## config.mk

```make
export PLATFORM = sky130hd
export DESIGN_NAME = pilsner_spawn_scheduler
export DESIGN_NICKNAME = d
export VERILOG_FILES = /design/src/rtl/pilsner_spawn_scheduler.sv
export SDC_FILE = /design/constraint.sdc
export NUM_CORES = 1
export LEC_CHECK = 0
export BUFFER_PORTS_ARGS = -buffer_cell sky130_fd_sc_hd__buf_2
export CORE_AREA = 2 2 98 100
export CTS_CLUSTER_DIAMETER = 40
export CTS_CLUSTER_SIZE = 24
export DETAILED_ROUTE_END_ITERATION = 6
export DIE_AREA = 0 0 100 102
export GPL_TIMING_DRIVEN = 0
export SLEW_MARGIN = 20
export SYNTH_ARGS = -nofsm -noshare
export SYNTH_HDL_FRONTEND = slang
export SYNTH_SLANG_ARGS = --single-unit
```

## constraint.sdc

```tcl
create_clock -name clk_i -period 3.6 [get_ports clk_i]
set_input_delay 0 -clock clk_i [delete_from_list [all_inputs] [get_ports clk_i]]
set_output_delay 0 -clock clk_i [all_outputs]
set_load 0.01 [all_outputs]
```

## src/rtl/pilsner_spawn_scheduler.sv

```systemverilog
// Pilsner game scheduler: paces bottle launches into free lanes and keeps
// score, lives and game-over state from the per-lane caught/missed events.
module pilsner_spawn_scheduler #(
  parameter int         LANES       = 4,
  parameter int         SPAWN_DELAY = 50_000_000,
  parameter int         MAX_ACTIVE  = 2,
  parameter int         LIVES_INIT  = 3,
  parameter logic [7:0] SEED        = 8'hA5,
  parameter int         SCORE_W     = 10
) (
  input  logic               clk_i,
  input  logic               reset_i,
  input  logic               pause_i,
  input  logic               start_i,
  input  logic [LANES-1:0]   caught_i,
  input  logic [LANES-1:0]   missed_i,
  output logic [LANES-1:0]   launch_o,
  output logic [LANES-1:0]   active_o,
  output logic [SCORE_W-1:0] score_o,
  output logic [2:0]         lives_o,
  output logic               game_over_o
);

  localparam int GAP_W = $clog2(SPAWN_DELAY);
  localparam int IDX_W = (LANES > 1) ? $clog2(LANES) : 1;
  localparam logic [GAP_W-1:0] GAP_MAX = GAP_W'(SPAWN_DELAY - 1);
  localparam logic [IDX_W-1:0] IDX_MAX = IDX_W'(LANES - 1);

  typedef enum logic [2:0] {
    S_IDLE,
    S_WAIT,
    S_PICK,
    S_LAUNCH,
    S_OVER
  } state_e;

  state_e             state_q, state_d;
  logic [GAP_W-1:0]   gap_q, gap_d;
  logic [7:0]         lfsr_q, lfsr_d;
  logic [IDX_W-1:0]   scan_q, scan_d;
  logic [3:0]         tried_q, tried_d;
  logic [LANES-1:0]   launch_q, launch_d;
  logic [LANES-1:0]   active_q, active_d;
  logic [SCORE_W-1:0] score_q, score_d;
  logic [2:0]         lives_q, lives_d;
  logic               over_q, over_d;

  logic [LANES-1:0]   validCaught, validMissed;
  logic [3:0]         nCaught, nMissed;
  logic [SCORE_W:0]   scoreSum;
  logic               playing;

  function automatic logic [3:0] popcnt(input logic [LANES-1:0] v);
    logic [3:0] n;
    n = '0;
    for (int i = 0; i < LANES; i++) n = n + {3'b000, v[i]};
    return n;
  endfunction

  always_ff @(posedge clk_i) begin
    if (reset_i) begin
      state_q  <= S_IDLE;
      gap_q    <= '0;
      lfsr_q   <= SEED;
      scan_q   <= '0;
      tried_q  <= '0;
      launch_q <= '0;
      active_q <= '0;
      score_q  <= '0;
      lives_q  <= 3'(LIVES_INIT);
      over_q   <= 1'b0;
    end else begin
      state_q  <= state_d;
      gap_q    <= gap_d;
      lfsr_q   <= lfsr_d;
      scan_q   <= scan_d;
      tried_q  <= tried_d;
      launch_q <= launch_d;
      active_q <= active_d;
      score_q  <= score_d;
      lives_q  <= lives_d;
      over_q   <= over_d;
    end
  end

  always_comb begin
    state_d  = state_q;
    gap_d    = gap_q;
    lfsr_d   = lfsr_q;
    scan_d   = scan_q;
    tried_d  = tried_q;
    launch_d = '0;
    active_d = active_q;
    score_d  = score_q;
    lives_d  = lives_q;
    over_d   = over_q;

    // Events only count against lanes already falling; caught beats missed.
    validCaught = caught_i & active_q;
    validMissed = missed_i & active_q & ~caught_i;
    nCaught     = popcnt(validCaught);
    nMissed     = popcnt(validMissed);
    scoreSum    = {1'b0, score_q} + (SCORE_W + 1)'(nCaught);
    playing     = (state_q == S_WAIT) || (state_q == S_PICK) || (state_q == S_LAUNCH);

    if (!pause_i) begin
      lfsr_d = {lfsr_q[6:0], lfsr_q[7] ^ lfsr_q[5] ^ lfsr_q[4] ^ lfsr_q[3]};
    end

    if (!pause_i) begin
      case (state_q)
        S_IDLE, S_OVER: begin
          if (start_i) begin
            state_d  = S_WAIT;
            gap_d    = '0;
            score_d  = '0;
            lives_d  = 3'(LIVES_INIT);
            over_d   = 1'b0;
            active_d = '0;
          end
        end
        S_WAIT: begin
          if (gap_q == GAP_MAX && popcnt(active_q) < 4'(MAX_ACTIVE)) begin
            state_d = S_PICK;
            scan_d  = IDX_W'({1'b0, lfsr_q[2:0]} % 4'(LANES));
            tried_d = '0;
          end else if (gap_q != GAP_MAX) begin
            gap_d = gap_q + 1'b1;
          end
        end
        S_PICK: begin
          if (!active_q[scan_q]) begin
            state_d          = S_LAUNCH;
            launch_d[scan_q] = 1'b1;
          end else begin
            scan_d  = (scan_q == IDX_MAX) ? '0 : scan_q + 1'b1;
            tried_d = tried_q + 4'd1;
            if (tried_q == 4'(LANES - 1)) state_d = S_WAIT;
          end
        end
        S_LAUNCH: begin
          state_d = S_WAIT;
          gap_d   = '0;
        end
        default: state_d = S_IDLE;
      endcase
    end

    // Running out of lives wins over any launch decided on the same edge.
    if (playing) begin
      active_d = (active_q & ~(validCaught | validMissed)) | launch_d;
      score_d  = scoreSum[SCORE_W] ? '1 : scoreSum[SCORE_W-1:0];
      if (nMissed != 4'd0 && nMissed >= {1'b0, lives_q}) begin
        lives_d  = '0;
        state_d  = S_OVER;
        over_d   = 1'b1;
        active_d = '0;
        launch_d = '0;
      end else begin
        lives_d = lives_q - nMissed[2:0];
      end
    end
  end

  assign launch_o    = launch_q;
  assign active_o    = active_q;
  assign score_o     = score_q;
  assign lives_o     = lives_q;
  assign game_over_o = over_q;

endmodule

```

==> metrics.txt, run 1 <==
status=finished clean; worst hold path type=input port to flip-flop; vias in the first global route=2978; top post-synthesis cells by area=dfxtp_1 (37%), a21oi_1 (4.9%), ha_1 (4.6%); I/O pin total=34; largest net degree at the start of global routing=11; Post-synth EDFFs=0; Max transition margin=0.421; Final ANT Viol Nets=0; final cell count without fillers=584; Vias=3242; initial antenna violation count=0; CTS Buf Count=9; vias per std cell=5.55; DRT Wirelength=8560 µm; placed insts=568; ANT cells=0; RSZ-0062 raised after global routing=no; most frequent cell after synthesis=dfxtp_1; Worst Hold End=state_q[2]; Async SR Flop Fraction=0; final setup TNS=0 ns; first-pass GRT wire length=14500 µm; Clock Latency Late Sink=0.34 ns; Reg2Reg Setup Slack=0.35 ns; area grow syn2layout=14.4%; hold_ws=0.0303 ns; hold buffers post-CTS=0; RePlAce Congestion=0.881; dpl ws=0.374 ns; Sink Count=65; layout cells sized above 1=0.123; PnR worst setup slack=0.348 ns; endpoints failing hold=0; Slew Limit Fails=0; Setup-failing EPs final=0; startpoint types=flip-flop; static leakage=0.00153 µW; reg-to-reg critical path startpoint=active_o[0]; share of the synthesized area in the top cell type=0.366; synth cell count leaders=dfxtp_1 (65), a21oi_1 (35), nand2_1 (34); gr usage total=0.178; CTS tree=yes; PD cells=365 nW/µm²; CTS max path bufs=2; number of remaining DRC errors=0; WP buf/inv=1; Seq cells post-synth=65; Starting DRT DRC Count=174; Worst EP arrival=3.50 ns; Initial Util=0.390; Synth Instances=424; Post-Syn Area per Cell=8.38 µm²; die height=102 µm; Post-layout nets=499; FMAX=307 MHz; sequential fraction of the synthesis area=0.366; HPWL Detailed=6360 µm; leading area contributor after synthesis=dfxtp_1; maxcap violations=0; CTS Root Cell=clkbuf_8; hold_sp=start_i; Port Buffers=33; clock transition at the registers of the reported paths=0.07 ns; grt ovf=0; Peak VDD IR=0.237 mV; Worst Setup End Kind=flip-flop; Post-Syn Area=3550 µm²; total die area=10200 µm²; Crit path largest cell delay=0.54 ns; Core ar.=9110 µm²; cells along the critical path=nand3b_1 > fa_1 > inv_1 > ha_1 > ha_1 > ha_1 > a21o_1 > a21oi_1 > o31ai_1 > a311oi_1; ys flop type=dfxtp_1; reg2reg path depth=10; Yosys warnings=0; Post-CTS Setup Inserts=0; Util after Layout=0.446; fill count=915; Top delay family on crit path=adder cells; Rows=35; number of H-tree levels=3; CP most frequent cell=ha_1; syn nets=455; Resized cells post-CTS=0; Slowest cell on crit path=fa_1; reg-to-reg endpoint=state_q[0]; min cycle time layout=3.25 ns; Die X=100 µm; Yosys cell types=54; worst path required time=3.85 ns; crit share post-route=0.903; Pre-Repair DR Iteration Count=4; WL per Instance=14.7 µm; clock skew=0.0107 ns; crit path max fanout=8; hold-critical path depth=4; Slew @ Worst Pin=0.862 ns; Setup CP Type=flip-flop to flip-flop
[flip-flops by register name, summed over array words and instances, names as in the netlist]
name	count
gap_q	26
score_o	10
lfsr_q	8
active_o	4
launch_o	4
tried_q	4
lives_o	3
state_q	3
scan_q	2
game_over_o	1
[routing by layer]
layer | track usage | part of all wire | up-vias
li1 | - | - | 1640
met1 | 0.257 | 0.51 | 1507
met2 | 0.269 | 0.44 | 82
met3 | 0.0274 | 0.039 | 13
met4 | 0.0717 | 0.014 | 0
met5 | 0 | 0 | -
[cells in the final DEF, fill, tap and decap left out, drive strengths merged, types with 4 or more instances in the layout]
cell type	count
clkbuf	26
or4	10
or3	9
o31ai	7
or2	4
dfxtp	65
and2	4
ha	13
nor3	10
and3	8
nand3	12
o211ai	18
xnor2	9
inv	21
nor4	10
nand2	34
o21ai	26
a211oi	4
a21oi	35
a21o	4
nand4	10
mux2i	7
nand2b	6
buf	39
o21a	4
fa	6
nor2	33
[how the worst max path moves through the flow]
stage          slack, ns   startpoint  depth (start not counted)          to
2_1_floorplan       0.65  active_o[0]                         10  state_q[0]
3_3_place_gp        0.37  active_o[0]                         10  state_q[0]
3_5_place_dp        0.37  active_o[0]                         10  state_q[0]
4_1_cts             0.35  active_o[0]                         10  state_q[0]
5_1_grt             0.05  active_o[0]                         10  state_q[0]
6_report            0.35  active_o[0]                         10  state_q[0]
[power breakdown]
| group | internal [µW] | total (µW) | switching [µW] |
|---|---|---|---|
| combinational | 33.2 | 99.9 | 66.7 |
| clock | 376 | 649 | 273 |
| sequential | 728 | 735 | 7.45 |
| total | 1140 | 1480 | 347 |
[final cells by class]
class | count | area (µm²) | area share
plain buffers | 18 | 82.6 | 0.0203
clock inverters | 2 | 35.0 | 0.00862
inverters | 21 | 78.8 | 0.0194
repair buffers | 33 | 165 | 0.0406
multi-input cells | 320 | 2090 | 0.514
clock buffers | 14 | 173 | 0.0425
flip-flops and latches | 65 | 1300 | 0.320
well taps | 111 | 139 | 0.0342
[cell families (layout without fill, tap and decap cells)]
group	after synthesis	count (layout)	synth area share
mux	8	8	0.0261
fa+ha+maj	19	19	0.0796
simple gates	166	166	0.248
flops	65	65	0.366
buf+inv	39	88	0.0454
compound gates	115	115	0.205
xor+xnor	12	12	0.0296
[through the flow]
stage	instance area (µm²)	total power [µW]
2_1_floorplan	3550	816
3_3_place_gp	3860	851
3_5_place_dp	3860	853
4_1_cts	4070	1500
5_1_grt	4070	1540
6_report	4070	1480
[worst min-delay path, delay by kind of cell]
family,cells,cell delay (ns)
compound gates,2,0.20
buf+inv,1,0.09
simple gates,1,0.04
(Power assumes the default switching activity.)
==> run 2, diff against run 1 <==
MAX_ROUTING_LAYER = met4   (was unset)
==> run 2 against run 1 <==
  * First-iteration DRC count rose by 16%
  * Clock skew rose by 0.00063 ns
  * Register-to-register slack hardly changed
  * Sequential power about the same
  * Fmax barely moved
  * Worst hold slack got worse by 0.0030 ns
  * Non-clock buffer count did not move
==> metrics.txt, run 2 (synthesis gave the netlist of run 1 again) <==
Port Buffers=33; final setup TNS=0 ns; hold buffers post-CTS=0; status=finished clean; CTS max path bufs=2; Pre-Repair DR Iteration Count=4; Core ar.=9110 µm²; grt ovf=0; Worst Setup End Kind=flip-flop; reg2reg path depth=10; I/O pin total=34; startpoint types=flip-flop; Setup-failing EPs final=0; static leakage=0.00153 µW; Sink Count=65; area grow syn2layout=14.4%; Starting DRT DRC Count=202; Sw Share=0.232; RePlAce Congestion=0.895; initial antenna violation count=0; Net Sw Power=344 µW; worst hold path type=input port to flip-flop; fill count=915; crit path max fanout=8; hold_ws=0.0273 ns; crit share post-route=0.904; RSZ-0062 raised after global routing=no; Seq pwr share=0.496; Post-layout nets=499; clock transition at the registers of the reported paths=0.07 ns; number of H-tree levels=3; Peak VDD IR=0.237 mV; Final ANT Viol Nets=0; flip-flop and latch area=1300 µm²; worst path required time=3.85 ns; Max transition margin=0.418; Slew Limit Fails=0; maxcap violations=0; Rows=35; Initial Util=0.390; DRT Wirelength=8570 µm; largest net degree at the start of global routing=11; area of the multi-input gates=2090 µm²; Largest Register=gap_q; Post-CTS Setup Inserts=0; number of remaining DRC errors=0; vias per std cell=5.55; endpoints failing hold=0; Resized cells post-CTS=0; CTS tree=yes; ANT cells=0; vias in the first global route=2981; Worst EP arrival=3.50 ns; die height=102 µm; clock skew=0.0113 ns; CTS Buf Count=9; CTS Root Cell=clkbuf_8; max reg flops=26; Internal Pwr Total=1140 µW; most frequent cells in the layout=dfxtp_1 (65), buf_2 (36), a21oi_1 (35); Slew @ Worst Pin=0.866 ns; clock share of power=0.436; total die area=10200 µm²; FMAX=307 MHz; hold-critical path depth=4; Die X=100 µm; first-pass GRT wire length=14500 µm; WL per Instance=14.7 µm; layout cells sized above 1=0.123; Combinational Power Share=0.067; Clock Latency Late Sink=0.34 ns; PD cells=364 nW/µm²; HPWL Detailed=6360 µm; min cycle time layout=3.25 ns; commonest non-fill, non-tap cell in the layout=dfxtp_1; Vias=3243; Setup CP Type=flip-flop to flip-flop; gr usage total=0.184
-- run 2: cell counts in the layout (fill, tap and decap cells not counted) --
Identical to the previous run, type by type.
-- run 2: path summary, 6_finish.rpt --
check | slack, ns | startpoint | endpoint
worst max-delay path | 0.35 | active_o[0] | state_q[0]
worst min-delay path | 0.03 | start_i | state_q[2]
worst max register to register | 0.35 | active_o[0] | state_q[0]
worst min register to register | 0.48 | lfsr_q[6] | lfsr_q[7]
-- run 2: power by group through the flow --
stage,registers (µW),logic (µW),clock network [µW]
after floorplan,749,67.3,0
after global placement,751,99.6,0
after detailed placement,752,101,0
after CTS,735,101,668
after global routing,736,112,694
final,735,99.8,646
-- run 2: cell type report --
type	instances	area share
buffer	18	0.0203
tap	111	0.0342
clock buffer	14	0.0425
inverter	21	0.0194
multi-input combinational	320	0.514
timing repair buffer	33	0.0406
sequential	65	0.320
clock inverter	2	0.00862
-- run 2: worst max-delay path, cell delays in order (launching register included) --
cell      delay, ns
dfxtp_1        0.41
nand3b_1       0.13
fa_1           0.54
inv_1          0.04
ha_1           0.19
ha_1           0.32
ha_1           0.29
a21o_1         0.16
a21oi_1        0.47
o31ai_1        0.31
a311oi_1       0.30
-- run 2: metal layers --
metal | track usage | share of wire | up-vias
li1 | - | - | 1646
met1 | 0.257 | 0.50 | 1501
met2 | 0.269 | 0.44 | 85
met3 | 0.0294 | 0.047 | 11
met4 | 0.0717 | 0.013 | 0
met5 | - | 0 | -
-- run 2: through the flow --
stage / setup slack [ns] / cell area (µm²) / instances / total power [µW] / util
after CTS: 0.351 / 4070 / 584 / 1500 / 0.446
after global placement: 0.366 / 3860 / 568 / 851 / 0.423
final: 0.346 / 4070 / 584 / 1480 / 0.446
after global routing: 0.0488 / 4070 / 584 / 1540 / 0.446
after floorplan: 0.655 / 3550 / 424 / 816 / -
after detailed placement: 0.374 / 3860 / 568 / 853 / 0.423
